## config.mk

```make
export PLATFORM = sky130hd
export DESIGN_NAME = free_list_ctrl
export DESIGN_NICKNAME = d
export VERILOG_FILES = /design/src/rtl/free_list_ctrl.sv
export SDC_FILE = /design/constraint.sdc
export NUM_CORES = 1
export LEC_CHECK = 0
export ABC_AREA = 1
export CORE_MARGIN = 3
export CORE_UTILIZATION = 45
export CTS_CLUSTER_DIAMETER = 150
export DETAILED_ROUTE_END_ITERATION = 8
export PLACE_DENSITY_LB_ADDON = 0.1
export SYNTH_ARGS = -nofsm -noshare
export SYNTH_HDL_FRONTEND = slang
export SYNTH_SLANG_ARGS = --single-unit
```

## constraint.sdc

```tcl
create_clock -name clk -period 3.1 [get_ports clk]
set_input_delay 0.465 -clock clk [delete_from_list [all_inputs] [get_ports clk]]
set_output_delay 0.465 -clock clk [all_outputs]
set_load 0.05 [all_outputs]
```

## src/rtl/free_list_ctrl.sv

```systemverilog
// Rename-stage free list controller: seeds non-architectural IDs, then serves alloc/release/rollback.
// Optional macro FREE_LIST_STATS_EN adds a saturating 32-bit empty-list stall counter.
module free_list_ctrl #(
  parameter int unsigned NUM_PHYS = 64,
  parameter int unsigned NUM_ARCH = 32,
  localparam int unsigned PHYS_W = $clog2(NUM_PHYS)
) (
  input  logic              clk,
  input  logic              rst,
`ifdef FREE_LIST_STATS_EN
  output logic [31:0]       o_stall_cycles,
`endif
  input  logic              i_alloc_req,
  output logic              o_alloc_ack,
  output logic [PHYS_W-1:0] o_alloc_phys_id,
  input  logic              i_alloc_rollback,
  input  logic              i_release_valid,
  input  logic [PHYS_W-1:0] i_release_phys_id,
  output logic              o_release_ready,
  output logic              o_init_done,
  output logic [PHYS_W:0]   o_free_count,
  output logic              o_fl_push,
  output logic              o_fl_potential_push,
  output logic [PHYS_W-1:0] o_fl_data_in,
  output logic              o_fl_pop,
  output logic              o_fl_rollback,
  input  logic              i_fl_valid,
  input  logic              i_fl_full,
  input  logic [PHYS_W-1:0] i_fl_data_out
);

  typedef enum logic {StInit, StRun} state_e;

  state_e              r_state;
  logic [PHYS_W-1:0]   r_seed_id;
  logic [PHYS_W:0]     r_free_count;
  logic                r_init_done;
  logic                r_rel_v;
  logic [PHYS_W-1:0]   r_rel_id;
  logic                r_last_ack;
  logic                r_any_alloc;

  logic                w_run;
  logic                w_init;
  logic                w_alloc_ack;
  logic                w_rel_accept;
  logic                w_push;
  logic                w_rollback;
  logic [PHYS_W:0]     w_count_next;

  // Every output is forced low while rst is held, whatever state the flops hold.
  assign w_run        = ~rst & (r_state == StRun);
  assign w_init       = ~rst & (r_state == StInit);
  assign w_alloc_ack  = w_run & i_alloc_req & i_fl_valid;
  assign w_rel_accept = w_run & i_release_valid;
  assign w_push       = w_init | (w_run & r_rel_v);
  assign w_rollback   = w_run & i_alloc_rollback & r_last_ack;
  assign w_count_next = r_free_count + (PHYS_W+1)'(w_push) - (PHYS_W+1)'(w_alloc_ack)
                        + (PHYS_W+1)'(w_rollback);

  assign o_alloc_ack         = w_alloc_ack;
  assign o_alloc_phys_id     = rst ? '0 : i_fl_data_out;
  assign o_release_ready     = w_run;
  assign o_init_done         = ~rst & r_init_done;
  assign o_free_count        = rst ? '0 : r_free_count;
  assign o_fl_push           = w_push;
  assign o_fl_potential_push = w_push;
  assign o_fl_data_in        = w_init ? r_seed_id : (w_run ? r_rel_id : '0);
  assign o_fl_pop            = w_alloc_ack;
  assign o_fl_rollback       = w_rollback;

  always_ff @(posedge clk) begin
    if (rst) begin
      r_state      <= StInit;
      r_seed_id    <= PHYS_W'(NUM_ARCH);
      r_free_count <= '0;
      r_init_done  <= 1'b0;
      r_rel_v      <= 1'b0;
      r_rel_id     <= '0;
      r_last_ack   <= 1'b0;
      r_any_alloc  <= 1'b0;
    end else begin
      r_free_count <= w_count_next;
      r_last_ack   <= w_alloc_ack;
      r_rel_v      <= w_rel_accept;
      if (w_rel_accept) r_rel_id <= i_release_phys_id;
      if (w_alloc_ack) r_any_alloc <= 1'b1;
      if (r_state == StInit) begin
        r_seed_id <= r_seed_id + 1'b1;
        if (r_seed_id == PHYS_W'(NUM_PHYS - 1)) begin
          r_state     <= StRun;
          r_init_done <= 1'b1;
        end
      end
    end
  end

`ifdef FREE_LIST_STATS_EN
  logic [31:0] r_stall_cycles;

  always_ff @(posedge clk) begin
    if (rst) begin
      r_stall_cycles <= '0;
    end else if (w_run && i_alloc_req && !i_fl_valid && (r_stall_cycles != '1)) begin
      r_stall_cycles <= r_stall_cycles + 32'd1;
    end
  end

  assign o_stall_cycles = rst ? '0 : r_stall_cycles;
`endif

  a_no_overflow_push: assert property (@(posedge clk) disable iff (rst)
    !(w_push && i_fl_full && !w_alloc_ack));
  a_ack_needs_valid: assert property (@(posedge clk) disable iff (rst)
    w_alloc_ack |-> i_fl_valid);
  // Architectural IDs only become releasable once something has been renamed.
  a_arch_release: assert property (@(posedge clk) disable iff (rst)
    (w_rel_accept && (i_release_phys_id < PHYS_W'(NUM_ARCH))) |-> r_any_alloc);

endmodule
```

==> impl_metrics.json <==
{
  "max_freq_mhz": 370,
  "synthMuxAreaShare": 0,
  "status": "complete, no violations",
  "drtAntennaViolNets": 0,
  "fp.dieH_microns": 60.6,
  "rows": 19,
  "track_usage": 0.177,
  "synth_edf_count": 0,
  "hold_violations": 0,
  "arrival_ns": 2.92,
  "synth_area_sq_mm": 0.00134,
  "ir_drop_uv": 472,
  "ys.flop_type": "dfxtp_1",
  "fin_hold_ws_ns": 0.475,
  "cts_tree": "built",
  "die-area_sq_mm": 0.00367,
  "clkTransAtPathRegs_ns": 0.13,
  "relSlewSlack": 0.639,
  "path_class": "in2reg",
  "post-route-drc-count": 0,
  "drv_cap": 0,
  "synth_top_family_by_area": "simple AND/OR/NAND/NOR gates",
  "antenna_found_initial": 0,
  "routabilityCongestion": 0.825,
  "coreArea_sq_mm": 0.00281,
  "drive_gt1_frac": 0.219,
  "crit_path_end_kind": "flip-flop",
  "fillers": 236,
  "netlist_instances": 187,
  "start_util": 0.479,
  "grt_overflow_total": 0,
  "h-tree-depth": 1,
  "synth_cell_types": 27,
  "num-nets-final": 257,
  "leakage_nw": 0.919,
  "insertion_delay_ns": 0.31,
  "p_total_mw": 0.943,
  "synthXorXnorAreaFrac": 0.0130,
  "cts_setup_buffers": 0,
  "p_per_area_mw_per_mm2": 470,
  "vias_per_cell": 4.83,
  "cts.sinks": 23,
  "hp-class": "reg2reg",
  "fin_skew_ns": 0.000860,
  "ctsHoldBuffers": 0,
  "via_count": 1251,
  "seq_area_sq_um": 460,
  "routed_wl_mm": 2.99,
  "rsz0062_at_grt": "false",
  "slew_viol_final": 0,
  "dp_hpwl_mm": 2.34,
  "synth_async_sr_flop_share": 0,
  "period_share": 0.871,
  "min_period_ns": 2.70,
  "grt_pass1_vias": 1171,
  "ys_ff_latch": 23,
  "multi_input_area_sq_um": 677,
  "clockRootBuffer": "clkbuf_4",
  "syn_nets": 215,
  "setup_violations": 0,
  "cts_inserted_buffers": 3,
  "ios": 45,
  "grt_max_degree": 26,
  "seq_area_frac_synth": 0.343,
  "start_kind": "input port",
  "ctsResizeCount": 0,
  "diodes": 0,
  "io_buffers": 43,
  "fp.dieW_microns": 60.6,
  "synth-simple-area-share": 0.293,
  "syn_avg_cell_area_sq_um": 7.18,
  "synth_fa_ha_area_frac": 0.0951,
  "ys_warn_count": 0,
  "drtIter0Drc": 51,
  "synth_compound_area_frac": 0.102,
  "grt_pass1_wl_mm": 4.93,
  "worstPathRequired_ns": 3.32,
  "clk_path_buf_depth": 2,
  "setup_tns_ns": 0,
  "tightest_slew_ns": 0.540,
  "wire_per_inst_microns": 11.5,
  "cp_max_fo": 14,
  "first_pass_iters": 4,
  "areaGrowthSynthToFinish_pct": 49.4
}
## registers in the layout (all words and copies together), names as in the netlist
signal,cells
r_free_count,7
r_last_ack,1
r_init_done,1
r_seed_id,6
r_state,1
r_rel_v,1
r_rel_id,6
## area by class of cell
type	instances	share of cell area
clock buffers	4	0.0131
inverters	38	0.0736
multi-input cells	118	0.337
flip-flops and latches	23	0.230
well taps	31	0.0193
repair buffers	45	0.327
## through the flow
step           utilization  cell area [sq um]  instances  setup slack [ns]
2_1_floorplan            -               1350        187             0.253
3_3_place_gp         0.706               1980        255             0.110
3_5_place_dp         0.706               1980        255            0.0778
4_1_cts              0.715               2010        259             0.423
5_1_grt              0.715               2010        259             0.202
6_report             0.715               2010        259             0.400
## power breakdown
group          internal (mW)  switching (mW)  total [mW]
clock network         0.0503          0.0921       0.142
logic                  0.196           0.258       0.454
registers              0.326          0.0200       0.346
total                  0.572           0.370       0.943
## path summary, 6_finish.rpt
path,end,cells past startpoint,slack (ns),start
hold / removal,r_init_done,2,0.48,r_init_done
setup / recovery,r_free_count[6],16,0.40,rst
hold reg to reg,r_init_done,2,0.48,r_init_done
setup reg to reg,r_free_count[6],14,0.73,r_state
## cells in the final DEF (no fill, tap or decap)
cell type / instances
a21oi_1: 8
and2_1: 2
buf_12: 22
buf_4: 6
clkbuf_1: 1
clkbuf_4: 3
clkdlybuf4s50_1: 17
dfxtp_1: 23
fa_1: 2
ha_1: 7
inv_1: 35
inv_2: 2
inv_6: 1
nand2_1: 26
nand2_2: 8
nand2_4: 1
nand3_1: 8
nand3_2: 1
nand4_1: 1
nor2_1: 34
nor2_2: 1
nor2_4: 2
nor3_1: 1
o21ai_1: 3
o21ai_2: 1
o22ai_1: 4
o31ai_1: 3
o31ai_2: 2
or2_1: 1
xor2_1: 2
## worst max-delay path, stage by stage
cell	delay, ns
clkdlybuf4s50_1	0.51
inv_6	0.17
nand2_4	0.13
inv_2	0.12
nand3_2	0.07
ha_1	0.27
inv_1	0.07
fa_1	0.19
inv_1	0.06
fa_1	0.38
inv_1	0.06
nand2_1	0.06
nand2_1	0.08
nand3_1	0.10
a21oi_1	0.14
nor2_1	0.06
## Yosys cell counts (2+ instances only)
master	instances	share of area
inv_1	35	0.098
nor2_1	35	0.098
nand2_1	26	0.073
dfxtp_1	23	0.34
a21oi_1	8	0.030
nand2_2	8	0.037
nand3_1	8	0.030
ha_1	7	0.065
o22ai_1	4	0.019
buf_2	3	0.011
buf_4	3	0.017
o21ai_1	3	0.011
o31ai_1	3	0.017
and2_1	2	0.0093
buf_6	2	0.017
fa_1	2	0.030
inv_2	2	0.0056
nor2_4	2	0.017
o31ai_2	2	0.019
xor2_1	2	0.013
## layer usage
metal / routed length, microns / vias up / GRT usage
met2: 1480 / 37 / 0.308
met3: 166 / 4 / 0.0362
met5: 0 / - / 0
li1: - / 650 / -
met1: 1300 / 560 / 0.214
met4: 39 / 0 / 0.0681
## cells by family after synthesis
| kind of cell | Yosys count |
|---|---|
| fa+ha+maj | 9 |
| flops | 23 |
| compound gates | 21 |
| buf+inv | 46 |
| xor+xnor | 2 |
| simple gates | 86 |
Power figures use the tool's default switching activity.
